===== config.mk =====
export PLATFORM = sky130hd
export DESIGN_NAME = box_overlay_multi_flat
export DESIGN_NICKNAME = d
export VERILOG_FILES = /design/src/rtl/box_overlay_multi_if.sv /design/src/rtl/box_overlay_multi.sv /design/src/flat_wrapper.sv
export SDC_FILE = /design/constraint.sdc
export NUM_CORES = 1
export LEC_CHECK = 0
export ABC_CLOCK_PERIOD_IN_PS = 28700
export CORE_MARGIN = 2
export CORE_UTILIZATION = 55
export DETAILED_ROUTE_END_ITERATION = 10
export MAX_ROUTING_LAYER = met4
export PLACE_DENSITY = 0.79
export SLEW_MARGIN = 20
export SYNTH_ARGS = -nofsm -noshare
export SYNTH_HDL_FRONTEND = slang
export SYNTH_SLANG_ARGS = --single-unit

===== constraint.sdc =====
create_clock -name clock -period 28.7 [get_ports clock]
set_input_delay 2.87 -clock clock [delete_from_list [all_inputs] [get_ports clock]]
set_output_delay 2.87 -clock clock [all_outputs]
set_load 0.01 [all_outputs]

===== src/rtl/box_overlay_multi_if.sv =====
// Pixel stream bundle between the upstream read FIFO, the overlay core and the downstream write FIFO.
// The core uses the master view; the surrounding FIFO logic (or a bench) uses the slave view.
interface box_overlay_multi_if #(
  parameter int PIXEL_W = 24
);
  logic               in_empty;
  logic               in_rd_en;
  logic [PIXEL_W-1:0] in_dout;
  logic               out_full;
  logic               out_wr_en;
  logic [PIXEL_W-1:0] out_din;
  logic               frame_done;

  modport master (
    input  in_empty, in_dout, out_full,
    output in_rd_en, out_wr_en, out_din, frame_done
  );

  modport slave (
    output in_empty, in_dout, out_full,
    input  in_rd_en, out_wr_en, out_din, frame_done
  );
endinterface


===== src/rtl/box_overlay_multi.sv =====
// Streaming RGB overlay: paints up to NUM_BOXES outline/solid rectangles onto a raster pixel stream.
// Box geometry is latched at the first pixel of each frame so mid-frame updates never tear.
module box_overlay_multi #(
  parameter int IMG_WIDTH  = 768,
  parameter int IMG_HEIGHT = 576,
  parameter int NUM_BOXES  = 4,
  parameter int THICKNESS  = 2,
  parameter int COORD_W    = 10,
  parameter int PIXEL_W    = 24
) (
  input  logic                         clock,
  input  logic                         reset,
  input  logic [NUM_BOXES-1:0]         box_en,
  input  logic [NUM_BOXES*COORD_W-1:0] box_x,
  input  logic [NUM_BOXES*COORD_W-1:0] box_y,
  input  logic [NUM_BOXES*COORD_W-1:0] box_w,
  input  logic [NUM_BOXES*COORD_W-1:0] box_h,
  input  logic [NUM_BOXES*PIXEL_W-1:0] box_color,
  input  logic [NUM_BOXES-1:0]         fill_mode,
  box_overlay_multi_if.master          px
);

  localparam int CW1 = COORD_W + 1;
  localparam logic [CW1-1:0]     T_EXT    = CW1'(THICKNESS);
  localparam logic [CW1-1:0]     T2_EXT   = CW1'(2 * THICKNESS);
  localparam logic [COORD_W-1:0] LAST_COL = COORD_W'(IMG_WIDTH - 1);
  localparam logic [COORD_W-1:0] LAST_ROW = COORD_W'(IMG_HEIGHT - 1);

  logic [COORD_W-1:0] col_reg, row_reg;
  logic [COORD_W-1:0] col_next, row_next;
  logic               valid_reg, last_reg;
  logic [PIXEL_W-1:0] pix_reg, pix_next;
  logic               pop, first_px, last_px;

  logic [NUM_BOXES-1:0]         en_reg, fill_reg;
  logic [NUM_BOXES*COORD_W-1:0] x_reg, y_reg, w_reg, h_reg;
  logic [NUM_BOXES*PIXEL_W-1:0] color_reg;

  logic [NUM_BOXES-1:0]         en_eff, fill_eff;
  logic [NUM_BOXES*COORD_W-1:0] x_eff, y_eff, w_eff, h_eff;
  logic [NUM_BOXES*PIXEL_W-1:0] color_eff;
  logic [NUM_BOXES-1:0]         hit;
  logic [CW1-1:0]               c_ext, r_ext;

  // Reset gates the pop so nothing is consumed from upstream while the core is held.
  assign pop           = !reset && !px.in_empty && (!valid_reg || !px.out_full);
  assign px.in_rd_en   = pop;
  assign px.out_wr_en  = valid_reg && !px.out_full;
  assign px.out_din    = pix_reg;
  assign px.frame_done = valid_reg && !px.out_full && last_reg;

  assign first_px = (col_reg == '0) && (row_reg == '0);
  assign last_px  = (col_reg == LAST_COL) && (row_reg == LAST_ROW);

  // Pixel (0,0) already sees this frame's geometry, so bypass the shadow on that pop.
  assign en_eff    = first_px ? box_en    : en_reg;
  assign fill_eff  = first_px ? fill_mode : fill_reg;
  assign x_eff     = first_px ? box_x     : x_reg;
  assign y_eff     = first_px ? box_y     : y_reg;
  assign w_eff     = first_px ? box_w     : w_reg;
  assign h_eff     = first_px ? box_h     : h_reg;
  assign color_eff = first_px ? box_color : color_reg;

  assign c_ext = {1'b0, col_reg};
  assign r_ext = {1'b0, row_reg};

  for (genvar gi = 0; gi < NUM_BOXES; gi++) begin : gen_box
    logic [CW1-1:0] bx, by, bw, bh, x_end, y_end;
    logic           in_box, on_edge, thin;

    assign bx    = {1'b0, x_eff[gi*COORD_W +: COORD_W]};
    assign by    = {1'b0, y_eff[gi*COORD_W +: COORD_W]};
    assign bw    = {1'b0, w_eff[gi*COORD_W +: COORD_W]};
    assign bh    = {1'b0, h_eff[gi*COORD_W +: COORD_W]};
    // One extra bit keeps the far edge from wrapping; bw/bh of zero are masked below.
    assign x_end = bx + bw - CW1'(1);
    assign y_end = by + bh - CW1'(1);

    assign in_box = en_eff[gi] && (bw != '0) && (bh != '0) &&
                    (c_ext >= bx) && (c_ext <= x_end) &&
                    (r_ext >= by) && (r_ext <= y_end);
    // When thin, the inner rectangle is empty; x_end-T may underflow but is then unused.
    assign thin    = (bw <= T2_EXT) || (bh <= T2_EXT);
    assign on_edge = (c_ext < bx + T_EXT) || (c_ext > x_end - T_EXT) ||
                     (r_ext < by + T_EXT) || (r_ext > y_end - T_EXT);
    assign hit[gi] = in_box && (fill_eff[gi] || thin || on_edge);
  end

  // Walk from the highest index down so the lowest-index hit wins.
  always_comb begin
    pix_next = px.in_dout;
    for (int i = NUM_BOXES - 1; i >= 0; i--) begin
      if (hit[i]) begin
        pix_next = color_eff[i*PIXEL_W +: PIXEL_W];
      end
    end
  end

  always_comb begin
    col_next = col_reg;
    row_next = row_reg;
    if (col_reg == LAST_COL) begin
      col_next = '0;
      row_next = (row_reg == LAST_ROW) ? '0 : row_reg + COORD_W'(1);
    end else begin
      col_next = col_reg + COORD_W'(1);
    end
  end

  always_ff @(posedge clock or posedge reset) begin
    if (reset) begin
      col_reg <= '0;
      row_reg <= '0;
    end else if (pop) begin
      col_reg <= col_next;
      row_reg <= row_next;
    end
  end

  always_ff @(posedge clock or posedge reset) begin
    if (reset) begin
      valid_reg <= 1'b0;
      last_reg  <= 1'b0;
      pix_reg   <= '0;
    end else if (pop) begin
      valid_reg <= 1'b1;
      last_reg  <= last_px;
      pix_reg   <= pix_next;
    end else if (px.out_wr_en) begin
      valid_reg <= 1'b0;
    end
  end

  always_ff @(posedge clock or posedge reset) begin
    if (reset) begin
      en_reg    <= '0;
      fill_reg  <= '0;
      x_reg     <= '0;
      y_reg     <= '0;
      w_reg     <= '0;
      h_reg     <= '0;
      color_reg <= '0;
    end else if (pop && first_px) begin
      en_reg    <= box_en;
      fill_reg  <= fill_mode;
      x_reg     <= box_x;
      y_reg     <= box_y;
      w_reg     <= box_w;
      h_reg     <= box_h;
      color_reg <= box_color;
    end
  end

endmodule


===== src/flat_wrapper.sv =====
// flat-port wrapper written by rule: the top's interface ports become plain ports
module box_overlay_multi_flat 
#(
  parameter int IMG_WIDTH  = 768,
  parameter int IMG_HEIGHT = 576,
  parameter int NUM_BOXES  = 4,
  parameter int THICKNESS  = 2,
  parameter int COORD_W    = 10,
  parameter int PIXEL_W    = 24
)
  (clock, reset, box_en, box_x, box_y, box_w, box_h, box_color, fill_mode, px_in_empty, px_in_dout, px_out_full, px_in_rd_en, px_out_wr_en, px_out_din, px_frame_done);
  box_overlay_multi_if #(.PIXEL_W(PIXEL_W)) px_i ();
  input  logic clock;
  input  logic reset;
  input  logic [NUM_BOXES-1:0] box_en;
  input  logic [NUM_BOXES*COORD_W-1:0] box_x;
  input  logic [NUM_BOXES*COORD_W-1:0] box_y;
  input  logic [NUM_BOXES*COORD_W-1:0] box_w;
  input  logic [NUM_BOXES*COORD_W-1:0] box_h;
  input  logic [NUM_BOXES*PIXEL_W-1:0] box_color;
  input  logic [NUM_BOXES-1:0] fill_mode;
  input wire logic [$bits(px_i.in_empty)-1:0] px_in_empty;
  input wire logic [$bits(px_i.in_dout)-1:0] px_in_dout;
  input wire logic [$bits(px_i.out_full)-1:0] px_out_full;
  output wire logic [$bits(px_i.in_rd_en)-1:0] px_in_rd_en;
  output wire logic [$bits(px_i.out_wr_en)-1:0] px_out_wr_en;
  output wire logic [$bits(px_i.out_din)-1:0] px_out_din;
  output wire logic [$bits(px_i.frame_done)-1:0] px_frame_done;
  assign px_i.in_empty = px_in_empty;
  assign px_i.in_dout = px_in_dout;
  assign px_i.out_full = px_out_full;
  assign px_in_rd_en = px_i.in_rd_en;
  assign px_out_wr_en = px_i.out_wr_en;
  assign px_out_din = px_i.out_din;
  assign px_frame_done = px_i.frame_done;
  box_overlay_multi #(.IMG_WIDTH(IMG_WIDTH), .IMG_HEIGHT(IMG_HEIGHT), .NUM_BOXES(NUM_BOXES), .THICKNESS(THICKNESS), .COORD_W(COORD_W), .PIXEL_W(PIXEL_W)) u_core (.clock(clock), .reset(reset), .box_en(box_en), .box_x(box_x), .box_y(box_y), .box_w(box_w), .box_h(box_h), .box_color(box_color), .fill_mode(fill_mode), .px(px_i));
endmodule

Word-level counts from Yosys, hierarchy flattened:

Cells that the tools add are included.

* eq/ne operators: 2
* order comparisons: 40
* $add $sub $neg: 34
* muxes and demuxes: 15
* reductions and logical operators: 76

Operators by type and width (number)
* 40-bit two-way mux: 4
* 24-bit two-way mux: 4
* 96-bit two-way mux: 1
* 10-bit by 10-bit adder with 11-bit output: 8
* 10-bit by 2-bit adder with 11-bit output (second input constant): 8
* 10-bit by 11-bit greater-than comparator with 1-bit output: 8
* 10-bit by 11-bit <= comparator with 1-bit output: 8
* 10-bit by 11-bit less-than comparator with 1-bit output: 8
* 11-bit nonzero test: 8
* 11-bit by 1-bit subtractor with 11-bit output (second input constant): 8
* 11-bit by 2-bit subtractor with 11-bit output (second input constant): 8
* 10-bit greater-or-equal comparator: 8
* 10-bit by 3-bit <= comparator with 1-bit output (second input constant): 8
* 1-bit logical AND: 35
* 1-bit logical OR: 25
* 10-bit by 1-bit adder with 10-bit output (second input constant): 2
* 10-bit equality test (second input constant): 2
* 10-bit zero test: 2
* 10-bit two-way mux: 2
* 4-bit two-way mux: 2
* 1-bit zero test: 4
* 1-bit two-way mux: 2
* 2-bit AND reduction: 1
* 2-bit nonzero test: 1

* logic and storage cells: 179
* output and inout bits: 27
* input port bits: 292
* register bits: 310

Depth between registers and ports, before layout:

* depth after elaboration: 16
* gate-level depth with buffers: 39
* gate-level depth less buffers: 31

Worst setup path after synthesis:

No wires, ideal clock.

* path type: reg2reg
* from: register u_core.col_reg[1]
* to: register u_core.pix_reg[1], in the netlist u_core.px.out_din[1]
* buffers on the path: 6
* arrival time: 7.365 ns
* data required time: 28.570 ns
* path slack: 21.204 ns
* cell stages (with the launch flop): 33
* cells stage by stage: dfrtp_1 inv_1 ha_1 and3b_1 and3_4 nand2_4 buf_6 buf_6 clkbuf_1 clkbuf_1 clkbuf_1 mux2i_1 ha_1 inv_1 ha_1 fa_1 a211oi_1 nor2_1 or2_2 and3_1 xor2_1 ha_1 or3_1 a221oi_1 a211o_1 a21o_1 a311oi_1 nor4b_1 nor4_2 buf_4 o21bai_1 a2111oi_2 nor3_2

* word-level cells in the longest chain between the ends: 16

RTL lines
* from (decl): line box_overlay_multi.sv:29 `logic [COORD_W-1:0] col_reg, row_reg;`
* from (signal assigned): line box_overlay_multi.sv:115 `col_reg <= col_next;`
* 10-bit zero test: line box_overlay_multi.sv:52 `assign first_px = (col_reg == '0) && (row_reg == '0);`
* 1-bit logical AND: line box_overlay_multi.sv:52
* 40-bit two-way mux, on equally long branches: line box_overlay_multi.sv:58, box_overlay_multi.sv:60
* 10-bit by 10-bit adder with 11-bit output: line box_overlay_multi.sv:76 `assign x_end = bx + bw - CW1'(1);`
* 11-bit by 1-bit subtractor with 11-bit output: line box_overlay_multi.sv:76
* 11-bit by 2-bit subtractor with 11-bit output: line box_overlay_multi.sv:84 `assign on_edge = (c_ext < bx + T_EXT) || (c_ext > x_end - T_EXT) ||`
* 10-bit by 11-bit greater-than comparator with 1-bit output: line box_overlay_multi.sv:84
* 1-bit logical OR (2 in series): line box_overlay_multi.sv:84
* 1-bit logical OR: line box_overlay_multi.sv:85 `(r_ext < by + T_EXT) || (r_ext > y_end - T_EXT);`
* 1-bit logical OR: line box_overlay_multi.sv:86 `assign hit[gi] = in_box && (fill_eff[gi] || thin || on_edge);`
* 1-bit logical AND: line box_overlay_multi.sv:86
* 24-bit two-way mux (3 in series): line box_overlay_multi.sv:93 `if (hit[i]) begin`
* 24-bit two-way mux (*): line box_overlay_multi.sv:93
* to (signal assigned): line box_overlay_multi.sv:128 `pix_reg <= pix_next;`
* to (decl): line box_overlay_multi.sv:32 `logic [PIXEL_W-1:0] pix_reg, pix_next;`

Every way passes the cells marked *; elsewhere a longest branch is shown, timed or not.
A chain may end at the register's enable or synchronous reset.

Worst setup path after layout:

* from: register u_core.row_reg[0]
* to: register u_core.pix_reg[12], in the netlist u_core.px.out_din[12]

* word-level cells in the longest chain between the ends: 16

RTL lines
* from (decl): line box_overlay_multi.sv:29
* from (signal assigned): line box_overlay_multi.sv:116 `row_reg <= row_next;`
* 10-bit zero test: line box_overlay_multi.sv:52
* 1-bit logical AND: line box_overlay_multi.sv:52
* 40-bit two-way mux, on equally long branches: line box_overlay_multi.sv:58, box_overlay_multi.sv:60
* 10-bit by 10-bit adder with 11-bit output: line box_overlay_multi.sv:76
* 11-bit by 1-bit subtractor with 11-bit output: line box_overlay_multi.sv:76
* 11-bit by 2-bit subtractor with 11-bit output: line box_overlay_multi.sv:84
* 10-bit by 11-bit greater-than comparator with 1-bit output: line box_overlay_multi.sv:84
* 1-bit logical OR (2 in series): line box_overlay_multi.sv:84
* 1-bit logical OR: line box_overlay_multi.sv:85
* 1-bit logical OR: line box_overlay_multi.sv:86
* 1-bit logical AND: line box_overlay_multi.sv:86
* 24-bit two-way mux (3 in series): line box_overlay_multi.sv:93
* 24-bit two-way mux (*): line box_overlay_multi.sv:93

Marks and branches as above.

==> impl_metrics.py <==
metrics = {
    "cells_and_area": {
        "multi_input_area_um2": 21800,
        "final_cell_mix": "1,073 x nand2_1, 460 x ha_1, 318 x clkdlybuf4s50_1",
        "fillers": 4914,
        "largest_reg_flops": 96,
        "drive_above_1_share": 0.0519,
        "nets": 4913,
        "final_common_cell": "nand2_1",
        "area_growth_pct": 16.4,
        "regArea_um2": 7760,
    },
    "drt": {
        "drt_pass1_iterations": 5,
        "ant_nets": 0,
        "drtIter0Drc": 2485,
        "vias": 29079,
        "wl_per_cell_um": 19.1,
        "drt-total-wl_um": 94800,
        "via_per_inst": 5.87,
        "drc": 0,
    },
    "clocking": {
        "clock_latency_ns": 0.59,
        "cts_setup_buffers": 0,
        "cts_tree": "done",
        "cts.root.buffer_cell": "clkbuf_16",
        "cts_hold_buf": 0,
        "clockBufferDepth": 3,
        "cts_max_level": 2,
        "cts-buffers-inserted": 40,
        "cts.sinks": 310,
        "ctsResizeCount": 0,
        "clk_pin_slew_ns": 0.06,
    },
    "setup_path": {
        "rrSetupSlack_ns": 19.51,
        "crit_type": "reg -> reg",
        "r2r_start": "u_core.row_reg[0]$_DFFE_PP0P_",
        "endpoint_kind": "flip-flop",
        "start_kind": "flip-flop",
        "worst-path-max-fanout": 135,
        "worstSetupStartpoint": "u_core.row_reg[0]$_DFFE_PP0P_",
        "critical_path_arrival_ns": 9.65,
        "cp_data_required_time_ns": 29.16,
        "cpMaxStageDelayCell": "buf_4",
        "cp_common_cell": "ha_1",
        "cpPeakStageDelay_ns": 0.63,
    },
    "logic_synthesis": {
        "synth.top_cell.area_share": 0.249,
        "syn_area_um2": 31100,
        "syn-num-nets": 4662,
        "synth-edff-count": 0,
        "synth.area.top_cells": "dfrtp_1 25%, ha_1 18%, nand2_1 13%",
        "synth_seq_cells": 310,
        "postSynth.asyncResetShare": 1.00,
        "synthCells": 3902,
        "synth.distinct_cells": 98,
        "yosysTopAreaCell": "dfrtp_1",
        "synth.yosys.seq_area_share": 0.249,
        "postSynthAreaPerCell_um2": 7.98,
        "yosysWarnings": 0,
        "synth-main-ff-cell": "dfrtp_1",
    },
    "global_route": {
        "grt_use_total": 0.326,
        "grt_pass1_vias": 27684,
        "antenna_found_initial": 19,
        "grt_max_degree": 203,
        "overflow": 0,
        "grt_pass1_wl_um": 150000,
    },
    "placed_design": {
        "place.gp.congestion": 0.937,
        "place_hpwl_um": 69200,
        "io_buffers": 318,
    },
    "run_status": {
        "status": "finished clean",
    },
    "sta": {
        "rsz0062_at_grt": "no",
        "fin_worst_skew_ns": 0.0326,
        "tns_ns": 0,
        "report.final.slew_viol_count": 0,
        "clock.fmax_ghz": 0.109,
        "min_period_ns": 9.19,
        "tightest_slew_ns": 1.22,
        "relSlewSlack": 0.164,
        "finalHoldViolations": 0,
        "period_share": 0.320,
        "setup_violations": 0,
    },
    "floorplanning": {
        "coreArea_um2": 56200,
        "fp-row-count": 87,
        "die_w_um": 242,
        "die_h_um": 242,
        "ioPinCount": 319,
        "initial_core_util": 0.555,
        "die-area_um2": 58600,
    },
    "worst_hold_path": {
        "hp-class": "reg -> reg",
        "min-delay-start": "u_core.x_reg[38]$_DFFE_PP0P_",
    },
    "run": {
        "maxCapViolCount": 0,
    },
}
## cells in the mapped netlist (12+ instances only)
cell type     n
nand2_1    1074
ha_1        460
dfrtp_1     310
inv_1       251
mux2i_1     178
nor2_1      159
o21ai_0     145
nand3_1     130
a21oi_1     114
xnor2_1     106
nor3_1      100
clkbuf_1     99
xor2_1       90
a21o_1       53
nor2b_1      50
nand4_1      47
o21bai_1     40
o21a_1       31
nor4_1       29
a211oi_1     27
a41o_1       25
a2111oi_2    24
and3_1       20
a31oi_1      19
nand2b_1     19
mux2_4       18
buf_6        17
nor3_2       17
buf_2        16
o211ai_1     15
or2_2        13
a2111oi_0    12
o31ai_1      12
## stage by stage
step	setup WS, ns	cell area (µm²)	utilization	hold WS [ns]	cells
after global routing	18.94	36300	0.646	0.479	4953
final	19.51	36300	0.646	0.464	4954
after floorplan	17.26	31100	-	0.432	3902
after global placement	19.77	34900	0.621	0.448	4867
after detailed placement	19.58	34900	0.621	0.455	4867
after CTS	19.54	36200	0.645	0.467	4935
## kinds of logic (layout without fill, tap and decap cells)
logic type	count (synthesis)	in the layout	synth area share
simple gates	1723	1723	0.245
compound gates	601	601	0.136
fa+ha+maj	471	471	0.191
buf+inv	396	673	0.0537
flops	310	310	0.249
mux	204	204	0.0695
xor+xnor	197	197	0.0558
other cells	0	19	0
## worst paths after layout
path | cells past startpoint | endpoint
worst max-delay path | 29 | u_core.px.out_din[12]$_DFFE_PP0P_
worst min-delay path | 2 | u_core.x_reg[38]$_DFFE_PP0P_
worst max register to register | 29 | u_core.px.out_din[12]$_DFFE_PP0P_
worst min register to register | 2 | u_core.x_reg[38]$_DFFE_PP0P_
max in group asynchronous | 3 | u_core.w_reg[0]$_DFFE_PP0P_
min in group asynchronous | 2 | u_core.valid_reg$_DFFE_PP0P_
## layout make-up
type,instances,area share
diodes,19,0.00131
clock buffers,53,0.0303
clock inverters,15,0.00597
inverters,251,0.0262
multi-input cells,3196,0.600
flip-flops and latches,310,0.214
well taps,756,0.0261
repair buffers,354,0.0959
## routing by layer
| layer | vias to the layer above | wire length (µm) | GRT usage |
|---|---|---|---|
| met1 | 13787 | 41700 | 0.433 |
| met5 | - | 0 | - |
| met2 | 1037 | 42600 | 0.503 |
| li1 | 14081 | - | - |
| met4 | 0 | 3020 | 0.115 |
| met3 | 174 | 7510 | 0.0562 |
## critical path, delay by kind of cell (launching register included)
kind                     cells  cell delay (ns)
AND/OR/NAND/NOR             10             2.78
buffers and inverters        5             1.93
AO/OA/AOI/OAI                7             1.75
adder cells (fa/ha/maj)      5             1.44
flip-flops                   1             0.41
multiplexers                 1             0.19
XOR/XNOR                     1             0.14
Power is not shown: default switching activity piles up to over one toggle a cycle in this logic, so the estimate is an artifact.
